[config.mk]
export PLATFORM = sky130hd
export DESIGN_NAME = quad_enc_speed
export DESIGN_NICKNAME = d
export VERILOG_FILES = /design/src/rtl/quad_enc_speed.sv
export SDC_FILE = /design/constraint.sdc
export NUM_CORES = 1
export LEC_CHECK = 0
export CAP_MARGIN = 10
export CORE_MARGIN = 2
export CORE_UTILIZATION = 52
export DETAILED_ROUTE_END_ITERATION = 10
export GPL_TIMING_DRIVEN = 0
export PLACE_DENSITY = 0.83
export SKIP_CTS_REPAIR_TIMING = 1
export SLEW_MARGIN = 5
export SYNTH_ARGS = -nofsm -noshare
export SYNTH_HDL_FRONTEND = slang
export SYNTH_SLANG_ARGS = --single-unit
[constraint.sdc]
create_clock -name clk200M -period 4.96 [get_ports clk200M]
set_input_delay 0.992 -clock clk200M [delete_from_list [all_inputs] [get_ports clk200M]]
set_output_delay 0.992 -clock clk200M [all_outputs]
set_load 0.02 [all_outputs]
[src/rtl/quad_enc_speed.sv]
// quad_enc_speed: wheel encoder front end.
// Synchronises and glitch-filters the raw SA/SB Hall channels and decodes
// them in X4 quadrature. Outputs signed position, direction and a per-window
// signed rotation count used as speed feedback.
// Optional build macro: QUAD_ENC_ERR_CNT_EN enables the saturating
// illegal-transition counter on err_cnt. Without it, err_cnt is tied to zero.
module quad_enc_speed #(
  parameter int unsigned CLK_FREQ  = 200_000_000,
  parameter int unsigned SAMPLE_HZ = 100,
  parameter int unsigned FILT_LEN  = 8
) (
  input  logic               clk200M,
  input  logic               rstn,
  input  logic               sa,
  input  logic               sb,
  input  logic               clr_pos,
  output logic signed [31:0] pos,
  output logic               dir,
  output logic signed [31:0] rot_v,
  output logic               rot_v_valid,
  output logic [15:0]        err_cnt
);

  localparam int unsigned       WIN       = CLK_FREQ / SAMPLE_HZ;
  localparam int unsigned       WCNT_W    = $clog2(WIN);
  localparam logic [WCNT_W-1:0] WCNT_LAST = WCNT_W'(WIN - 1);
  localparam logic [7:0]        FILT_LAST = 8'(FILT_LEN - 1);

  // Channel bit 1 is A, bit 0 is B throughout, so {fa,fb} == r_filt.
  logic [1:0]         w_raw;
  logic [1:0][2:0]    r_sync;
  logic [1:0][7:0]    r_fcnt;
  logic [1:0]         r_filt;
  logic [1:0]         r_prev;

  logic [1:0]         w_diff;
  logic               w_fwd;
  logic               w_rev;
  logic signed [31:0] w_step;
  logic signed [31:0] w_acc_next;

  logic signed [31:0] r_pos;
  logic               r_dir;
  logic [WCNT_W-1:0]  r_wcnt;
  logic signed [31:0] r_acc;
  logic signed [31:0] r_rot_v;
  logic               r_rot_v_valid;

  // Map a channel pair onto its position in the forward cycle 00,10,11,01.
  function automatic logic [1:0] phase_of(input logic [1:0] ab);
    logic [1:0] ph;
    case (ab)
      2'b00:   ph = 2'd0;
      2'b10:   ph = 2'd1;
      2'b11:   ph = 2'd2;
      default: ph = 2'd3;
    endcase
    return ph;
  endfunction

  assign w_raw = {sa, sb};

  // Three-flop synchroniser and stability filter for each channel.
  always_ff @(posedge clk200M) begin
    if (!rstn) begin
      r_sync <= '0;
      r_fcnt <= '0;
      r_filt <= '0;
    end else begin
      for (int unsigned c = 0; c < 2; c++) begin
        r_sync[c] <= {r_sync[c][1:0], w_raw[c]};
        if (r_sync[c][2] == r_filt[c]) begin
          r_fcnt[c] <= '0;
        end else if (r_fcnt[c] == FILT_LAST) begin
          r_filt[c] <= r_sync[c][2];
          r_fcnt[c] <= '0;
        end else begin
          r_fcnt[c] <= r_fcnt[c] + 8'd1;
        end
      end
    end
  end

  // Previous filtered state, refreshed every cycle including illegal jumps.
  always_ff @(posedge clk200M) begin
    if (!rstn) begin
      r_prev <= '0;
    end else begin
      r_prev <= r_filt;
    end
  end

  // Phase distance: +1 forward, -1 (3) reverse, 2 means both bits flipped.
  always_comb begin
    w_diff     = phase_of(r_filt) - phase_of(r_prev);
    w_fwd      = (w_diff == 2'd1);
    w_rev      = (w_diff == 2'd3);
    w_step     = '0;
    if (w_fwd) begin
      w_step = 32'sd1;
    end else if (w_rev) begin
      w_step = -32'sd1;
    end
    w_acc_next = r_acc + w_step;
  end

  // Absolute position; a clear wins over a step in the same cycle.
  always_ff @(posedge clk200M) begin
    if (!rstn) begin
      r_pos <= '0;
    end else if (clr_pos) begin
      r_pos <= '0;
    end else begin
      r_pos <= r_pos + w_step;
    end
  end

  // Direction of the most recent legal step.
  always_ff @(posedge clk200M) begin
    if (!rstn) begin
      r_dir <= 1'b0;
    end else if (w_fwd) begin
      r_dir <= 1'b1;
    end else if (w_rev) begin
      r_dir <= 1'b0;
    end
  end

  // Sampling window: accumulate steps, publish and restart on the last cycle.
  always_ff @(posedge clk200M) begin
    if (!rstn) begin
      r_wcnt        <= '0;
      r_acc         <= '0;
      r_rot_v       <= '0;
      r_rot_v_valid <= 1'b0;
    end else if (r_wcnt == WCNT_LAST) begin
      r_wcnt        <= '0;
      r_acc         <= '0;
      r_rot_v       <= w_acc_next;
      r_rot_v_valid <= 1'b1;
    end else begin
      r_wcnt        <= r_wcnt + 1'b1;
      r_acc         <= w_acc_next;
      r_rot_v_valid <= 1'b0;
    end
  end

  assign pos         = r_pos;
  assign dir         = r_dir;
  assign rot_v       = r_rot_v;
  assign rot_v_valid = r_rot_v_valid;

`ifdef QUAD_ENC_ERR_CNT_EN
  logic        w_illegal;
  logic [15:0] r_err_cnt;

  assign w_illegal = (w_diff == 2'd2);

  // Saturating count of transitions where both channels moved together.
  always_ff @(posedge clk200M) begin
    if (!rstn) begin
      r_err_cnt <= '0;
    end else if (w_illegal && (r_err_cnt != '1)) begin
      r_err_cnt <= r_err_cnt + 16'd1;
    end
  end

  assign err_cnt = r_err_cnt;
`else
  assign err_cnt = '0;
`endif

endmodule

Yosys cells after proc, flatten, opt, wreduce, memory -nomap -nowiden:

Cells that the tools add are included.

* bits in registers: 145
* output and inout port bits: 82
* logic and storage cells: 49

* $add $sub $neg: 6
* eq/ne operators: 11
* mux-type cells: 7
* bitwise gates (word level): 3
* reduce and logical (&&, ||, !) cells: 9

Operators by type and width (number)
* $add 32x32->32: 2
* $mux 32: 2
* $add 21x1->21 const B: 1
* $eq 21x21->1 const B: 1
* $add 8x1->8 const B: 2
* $eq 8x3->1 const B: 2
* $pmux 2 s3: 2
* $eq 2x2->1 const B: 5
* $reduce_or 3->1: 2
* $logic_not 2->1: 2
* $reduce_and 2->1: 2
* $reduce_or 2->1: 2
* $mux 1: 3
* $not 1->1: 3
* $eq 1x1->1: 2
* $eq 2x1->1 const B: 1
* $reduce_bool 2->1: 1
* $sub 2x2->2: 1

Depth between registers and ports, before layout:

Gate-level depths: netlist of run 1.

* depth in word-level cells: 7
* mapped depth: 19
* gate-level depth less buffers: 15

Least setup slack after synthesis of run 1:

No wires, ideal clock.

* kind: register -> register
* start point: reg r_filt[1]
* end point: reg r_rot_v[26], in the netlist rot_v[26]
* arrival: 4.686 ns
* required time: 4.838 ns
* path slack: 0.152 ns
* cell stages (with the launch flop): 16
* buffers on the path: 3
* clock period less this slack: 4.808 ns
* path through: dfxtp_1 inv_1 ha_1 ha_1 xor3_1 nand2_1 clkbuf_1 buf_1 buf_1 xnor2_1 ha_1 or4_1 or4b_1 o32a_1 a311o_1 a311o_1

* cells in the longest elaborated chain, start to end: 7
* elaborated cells on any way between the ends: 10

Ends and longest elaborated chain
* from (decl): RTL line 33 `logic [1:0] r_filt;`
* from (signal, indexed assignment): RTL line 75 `r_filt[c] <= r_sync[c][2];`
* $eq 2x2->1 or $logic_not 2->1 (tied branches): RTL line 52 `case (ab)`
* $pmux 2 s3 *: RTL line 52
* $sub 2x2->2 *: RTL line 95 `w_diff = phase_of(r_filt) - phase_of(r_prev);`
* $eq 2x2->1: RTL line 97 `w_rev = (w_diff == 2'd3);`
* $mux 32: RTL line 101 `end else if (w_rev) begin`
* $mux 32 *: RTL line 99 `if (w_fwd) begin`
* $add 32x32->32 *: RTL line 104 `w_acc_next = r_acc + w_step;`
* to (signal assigned): RTL line 139 `r_rot_v <= w_acc_next;`
* to (decl): RTL line 46 `logic signed [31:0] r_rot_v;`

Every way passes the cells marked *; elsewhere a longest branch is shown, timed or not.
A chain may end at the register's enable or synchronous reset.

Worst setup path after layout of run 1:

Same ends and word-level chain as after synthesis.

==> results of run 1 <==
[power groups by stage]
stage	Combinational, mW	Sequential [mW]	Clock [mW]
after floorplan	0.0422	1.20	0
after global placement	0.0567	1.20	0
after detailed placement	0.0583	1.20	0
after CTS	0.0587	1.17	1.19
after global routing	0.0632	1.17	1.24
final	0.0587	1.17	1.18
[logic make-up after synthesis]
logic type | share of synthesized area (%)
flops | 34.3
compound gates | 13.3
simple gates | 32.8
xor+xnor | 9.75
mux | 1.91
other cells | 0.0443
buf+inv | 6.13
fa+ha+maj | 1.77
[sequential cells by signal, summed over array words and instances (netlist names)]
register / count
r_wcnt: 21
r_fcnt: 16
r_acc: 32
rot_v_valid: 1
dir: 1
rot_v: 32
r_prev: 2
r_sync: 6
r_filt: 2
pos: 32
[cells in the mapped netlist (all sizes together), types with 15 or more instances]
library cell,count
dfxtp,145
nand3,59
and3,34
o21ai,41
nor2,122
and2,30
nor4,29
or4,24
a21oi,22
xnor2,51
buf,36
inv,16
clkbuf,65
or3,25
mux2i,15
nand2,74
nor3,49
nand4,35
xor2,38
[per-stage QoR]
step                area, µm²  cells  TNS (ns)
finish                  10100   1401         0
global route            10100   1401         0
CTS                     10000   1401    -30.29
detailed placement       9490   1370    -27.09
global placement         9490   1370    -22.64
floorplan                8530   1085         0
[metal layers]
layer	share of wire, %	wire length [µm]	up-vias
met5	0	0	-
met4	3.0	789	0
li1	-	-	4030
met2	48	12500	430
met1	41	10700	4094
met3	8.5	2230	73
[final cells by class]
class                           instances  area share [%]
Buffer                                 99            4.58
Tap cell                              216            2.68
Clock inverter                         11           0.819
Clock buffer                           20            4.43
Inverter                               16           0.595
Timing Repair Buffer                   71            6.97
Sequential cell                       145            28.8
Multi-Input combinational cell        823            51.1
[path summary, 6_finish.rpt]
kind	from	endpoint	slack, ns	cells after the start
worst max-delay path	r_filt[1]	rot_v[26]	0.13	14
worst min-delay path	r_sync[3]	r_sync[4]	0.44	1
worst max register to register	r_filt[1]	rot_v[26]	0.13	14
worst min register to register	r_sync[3]	r_sync[4]	0.44	1
==> metrics.yaml, run 1 <==
status: "finished, final reports clean"
diodes: 0
hold_ws_ns: 0.437
pwr-share-comb_pct: 2.4
layout_common_cells: "dfxtp_1 (144), nor2_1 (121), nand2_1 (73)"
first_global_vias: 7987
p_total_mw: 2.41
grt_pass1_wl_um: 41700
final_util_pct: 63.5
path_clk_slew_ns: 0.06
fin_skew_ns: 0.00843
start_util_pct: 53.3
ys_top_cells_by_area: "dfxtp_1 (34%), nor2_1 (5.4%), xnor2_1 (5.3%)"
arrival_ns: 5.14
setup_viol: 0
power_density_mw_per_mm2: 239
dpl_worst_slack_ns: -1.37
syn-cell-area_mm2: 0.00847
clockBufferDepth: 2
slew_violations: 0
max_cap_viol_count: 0
cts-root-buf: "clkbuf_16"
grt_max_degree: 17
fp.dieH_um: 132
pin_count: 87
cpPeakStageDelay_ns: 0.56
routed_wl_um: 26200
hold_class: "register to register"
syn-instance-count: 1070
switchingPower_mw: 0.570
synth_top_cell_area_share_pct: 34.3
power.sequential.fraction_pct: 48.6
yosysSeqAreaShare_pct: 34.3
worst_setup_path_start_kind: "register"
met2_usage_pct: 50.2
antenna_found_initial: 0
hold_viol_final: 0
fmax_mhz: 207
multi_input_area_mm2: 0.00516
fin_nets: 1190
route.antenna.remaining_nets: 0
clock_power_share_pct: 49.0
cts_tree: "done"
postSynth.asyncResetShare_pct: 0
path_class: "register to register"
leakage_nw: 3.72
fin_ws_ns: 0.129
end_kind: "register"
htreeDepth: 4
ys_ff_latch: 145
rows: 46
ff_latch_area_mm2: 0.00290
synth_edf_count: 0
finalWeightedCongestion: 0.987
cts_sinks: 145
cts_buffers: 17
synth.largest_area_cell: "dfxtp_1"
ir_drop_mv: 0.238
critPathBufInv: 3
drt_iter0_drc: 731
drive_above_1_share_pct: 7.26
die_x_um: 132
nFillCells: 1428
numPortBuffers: 69
crit_chain: "inv_1, ha_1, nor2_2, xor3_2, nand2_4, buf_4, buf_4, xnor2_1, ha_1, or4_1, or4b_4, o32a_1, a311o_1, a311o_1"
cp.required_ns: 5.27
grt_setup_unrepaired: "no"
slew_headroom_pct: 14.3
min_period_ns: 4.83
timing.final.crit_share_pct: 97.4
switching_share_pct: 23.6
met1_usage_pct: 37.6
dpl.hpwl_um: 18500
intPower_mw: 1.84
route.detailed.drc: 0
core_mm2: 0.0159
crit_family: "simple AND/OR/NAND/NOR gates"
route.vias.total: 8627
syn_avg_cell_area_um2: 7.92
viasPerCell: 6.16
area_growth_pct: 19.1
routedWlPerCell_um: 18.7
worstMarginPinSlew_ns: 1.25
slowest_stage: "xor3_2"
grtUsageMet3_pct: 5.21
worstPathMaxFanout: 12
yosysWarningCount: 0
dr.pass1.iters: 6
die_area_mm2: 0.0173
busiest_layer: "met2"
overflow: 0
synth_cell_type_count: 78
synthFlopType: "dfxtp_1"
layout_commonest_cell: "dfxtp_1"
track_usage_pct: 29.6
clk-insertion-delay-late_ns: 0.43
Power figures use the tool's default switching activity.
==> inputs of run 2 (changes only) <==
- CORE_UTILIZATION: 52 -> 45
- PLACE_DENSITY: 0.83 -> 0.74
==> run 2 against run 1 <==
- sequential share of layout area shrank 0.32 points
- sequential power hardly changed
- utilization fell by 8.6 points
- largest cell class unchanged
- hold slack got worse by 0.0013 ns
- global-route usage decreased by 3.6 points
- register-to-register slack barely moved
- maximum frequency about the same
- the run now ends with design-rule violations left
- clock-buffer cell count shrank 1
- clock power grew 20%
- wire length fell by 0.31%
==> metrics.yaml, run 2 (same netlist as run 1, synthesis figures left out) <==
fin_skew_ns: 0.00891
routedWlPerCell_um: 18.4
drive_above_1_share_pct: 7.09
clockBufferDepth: 2
switching_share_pct: 22.4
final_util_pct: 54.9
cts_sinks: 145
fmax_mhz: 207
pin_count: 87
placed_area_mm2: 0.00951
worstMarginPinSlew_ns: 1.24
timing.final.crit_share_pct: 97.4
path_clk_slew_ns: 0.06
die_area_mm2: 0.0199
finalInstanceArea_mm2: 0.0102
route.vias.total: 8540
switchingPower_mw: 0.592
status: "finished, violations left"
route.detailed.drc: 1
grt_max_degree: 17
end_kind: "register"
clk-insertion-delay-late_ns: 0.44
diodes: 0
arrival_ns: 5.15
cts_buffers: 17
layout_common_cells: "dfxtp_1 (145), nor2_1 (121), nand2_1 (73)"
clock_power_share_pct: 53.5
die_x_um: 141
rows: 50
route.antenna.remaining_nets: 0
hold_viol_final: 0
nFillCells: 1751
htreeDepth: 4
power.sequential.fraction_pct: 44.3
path_class: "register to register"
ir_drop_mv: 0.207
pwr-share-comb_pct: 2.2
hold_class: "register to register"
hold_ws_ns: 0.435
start_util_pct: 45.6
drt_iter0_drc: 726
placed_cells: 1388
leakage_nw: 3.77
dr.pass1.iters: 9
grt_pass1_wl_um: 41200
first_global_vias: 7750
min_period_ns: 4.83
track_usage_pct: 26.0
slew_violations: 0
numPortBuffers: 69
area_growth_pct: 20.4
violations: "design-rule violations"
fin_nets: 1189
overflow: 0
finalWeightedCongestion: 0.961
cts-root-buf: "clkbuf_16"
max_cap_viol_count: 0
power_density_mw_per_mm2: 259
setup_viol: 0
viasPerCell: 6.02
layout_commonest_cell: "dfxtp_1"
slew_headroom_pct: 15.1
cp.required_ns: 5.28
fp.dieH_um: 141
cts_tree: "done"
intPower_mw: 2.05
worstPathMaxFanout: 12
routed_wl_um: 26100
worst_setup_path_start_kind: "register"
core_mm2: 0.0186
antenna_found_initial: 0
dpl.hpwl_um: 18600
final-instance-count-excl-fill: 1419
==> run 2: cell count changes in the layout (fill, tap and decap cells not counted), sizes merged <==
| cell | previous run | this run |
|---|---|---|
| bufinv | 0 | 4 |
| inv | 19 | 21 |
| clkinv | 6 | 3 |
| clkinvlp | 2 | 1 |
| buf | 38 | 37 |
| clkbuf | 83 | 82 |
==> run 2: path summary, 6_finish.rpt <==
| kind | from | cells past startpoint | end | slack, ns |
|---|---|---|---|---|
| worst max register to register | r_filt[1] | 14 | rot_v[26] | 0.13 |
| worst min register to register | r_fcnt[8] | 1 | r_fcnt[8] | 0.44 |
| worst max-delay path | r_filt[1] | 14 | rot_v[26] | 0.13 |
| worst min-delay path | r_fcnt[8] | 1 | r_fcnt[8] | 0.44 |
==> run 2: worst max-delay path: stages (launching register included) <==
cell and delay [ns]:
dfxtp_1 0.41, inv_1 0.09, ha_1 0.21, nor2_2 0.20, xor3_2 0.54, nand2_4 0.18, buf_6 0.20, buf_4 0.23
xnor2_1 0.09, ha_1 0.28, or4_1 0.50, or4b_1 0.60, o32a_1 0.46, a311o_1 0.40, a311o_1 0.33
==> run 2: metal layers <==
metal / vias to the layer above / GRT usage (%) / share of wire, %
li1: 4053 / - / -
met1: 4006 / 34.4 / 44
met2: 415 / 42.0 / 46
met3: 66 / 5.03 / 7.4
met4: 0 / 10.1 / 3.2
met5: - / 0 / 0
==> run 2: final cells by class <==
type | instances | area (µm²) | share of cell area (%)
Clock buffer | 19 | 443 | 4.34
Inverter | 16 | 60.1 | 0.589
Multi-Input combinational cell | 823 | 5130 | 50.4
Buffer | 99 | 468 | 4.59
Clock inverter | 13 | 196 | 1.93
Tap cell | 234 | 293 | 2.87
Sequential cell | 145 | 2900 | 28.5
Timing Repair Buffer | 70 | 698 | 6.85
==> run 2: per-stage QoR <==
| stage | total power, mW | TNS, ns | worst slack [ns] |
|---|---|---|---|
| after floorplan | 1.24 | 0 | 0.152 |
| after global placement | 1.25 | -23.15 | -1.27 |
| after detailed placement | 1.25 | -24.81 | -1.29 |
| after CTS | 2.66 | -26.94 | -1.34 |
| after global routing | 2.71 | -0.0122 | -0.0119 |
| final | 2.65 | 0 | 0.128 |
==> run 2: power groups by stage <==
stage               clock network, mW  logic [mW]  registers (mW)
global placement                    0      0.0573            1.20
CTS                              1.43      0.0583            1.17
floorplan                           0      0.0422            1.20
global route                     1.48      0.0639            1.17
finish                           1.42      0.0584            1.17
detailed placement                  0      0.0577            1.20
==> inputs of run 3 (changes only) <==
- ABC_AREA: unset -> 0
- clock period: 4.96 -> 3.92 ns (I/O delays scaled with it)
==> run 3 against run 2 <==
- the flow finishes with violations (negative setup slack)
- sequential power up 26%
- clock skew down 0.00093 ns
- global-route usage shrank 0.75 points
- total power grew 18%
- highest routed layer unchanged
==> metrics.yaml, run 3 (same netlist as run 1, synthesis figures left out) <==
fin_skew_ns: 0.00798
fin_setup_tns_ns: -3.39
finalWeightedCongestion: 0.999
worstPathMaxFanout: 5
cts-root-buf: "clkbuf_16"
numPortBuffers: 69
status: "finished, violations left"
ff_latch_area_mm2: 0.00291
grt_max_degree: 17
layout_commonest_cell: "dfxtp_1"
routed_wl_um: 26000
power_density_mw_per_mm2: 291
drive_above_1_share_pct: 12.8
slew_violations: 0
layout_common_cells: "dfxtp_1 (142), nor2_1 (121), nand2_1 (72)"
worst_setup_path_start_kind: "register"
finalInstanceArea_mm2: 0.0107
grt_setup_unrepaired: "yes"
cts_buffers: 17
clk-insertion-delay-late_ns: 0.43
crit_top_cell: "ha_4"
cp.required_ns: 4.24
area_growth_pct: 26.2
diodes: 0
fmax_mhz: 233
cpPeakStageDelay_ns: 0.56
placed_cells: 1388
dpl.hpwl_um: 18600
dpl_worst_slack_ns: -0.811
worstMarginPinSlew_ns: 1.27
ir_drop_mv: 0.285
die_x_um: 141
route.vias.total: 8643
clockBufferDepth: 2
p_total_mw: 3.11
hold_class: "register to register"
pin_count: 87
crit_chain: "inv_2, ha_4, inv_2, ha_4, xor3_2, nand2_4, buf_12, buf_12, xnor2_4, ha_4, or4_4, or4b_4, o32a_1, a311o_1, a311o_1"
setup_viol: 20
grt_pass1_wl_um: 40200
antenna_found_initial: 0
timing.final.crit_share_pct: 110
fp.dieH_um: 141
slowest_stage: "or4b_4"
start_util_pct: 45.6
arrival_ns: 4.61
path_class: "register to register"
fin_ws_ns: -0.377
routedWlPerCell_um: 18.0
min_period_ns: 4.30
cts_sinks: 145
violations: "negative setup slack"
slew_headroom_pct: 13.4
first_global_vias: 7785
die_area_mm2: 0.0199
final-instance-count-excl-fill: 1444
nFillCells: 1678
placed_area_mm2: 0.00957
rows: 50
cts_tree: "done"
route.detailed.drc: 0
overflow: 0
htreeDepth: 4
max_cap_viol_count: 0
path_clk_slew_ns: 0.06
viasPerCell: 5.99
track_usage_pct: 25.2
final_util_pct: 57.5
drt_iter0_drc: 731
hold_ws_ns: 0.435
hold_viol_final: 0
fin_nets: 1215
dr.pass1.iters: 7
route.antenna.remaining_nets: 0
leakage_nw: 3.91
multi_input_area_mm2: 0.00545
end_kind: "register"
core_mm2: 0.0186
## run 3: worst paths after layout
path	from	endpoint	slack, ns	depth (start not counted)
worst min-delay path	r_sync[3]	r_sync[4]	0.44	1
worst min register to register	r_sync[3]	r_sync[4]	0.44	1
worst max register to register	r_prev[1]	rot_v[26]	-0.38	15
worst max-delay path	r_prev[1]	rot_v[26]	-0.38	15
## run 3: layout make-up
cell class	count	share of cell area, %
multi-input combinational	823	51.0
sequential	145	27.2
timing repair buffer	95	8.32
buffer	100	4.81
clock buffer	20	4.27
tap	234	2.74
clock inverter	11	1.01
inverter	16	0.609
## run 3: report_power, final
part	total [mW]	switching, mW	internal (mW)
registers	1.48	0.00339	1.48
clock network	1.56	0.654	0.905
logic	0.0734	0.0499	0.0235
## run 3: worst max-delay path, delay by kind of cell (launching register included)
kind | cells | cell delay, ns
AO/OA/AOI/OAI | 3 | 1.16
buffers and inverters | 4 | 0.33
adder cells (fa/ha/maj) | 3 | 0.60
AND/OR/NAND/NOR | 3 | 1.18
XOR/XNOR | 2 | 0.59
flip-flops | 1 | 0.34
## run 3: layer usage
metal,part of all wire [%],global-route usage (%),up-vias
li1,-,-,4109
met1,43,33.1,4067
met2,47,40.9,397
met3,7.6,5.47,70
met4,2.6,9.47,0
met5,0,0,-
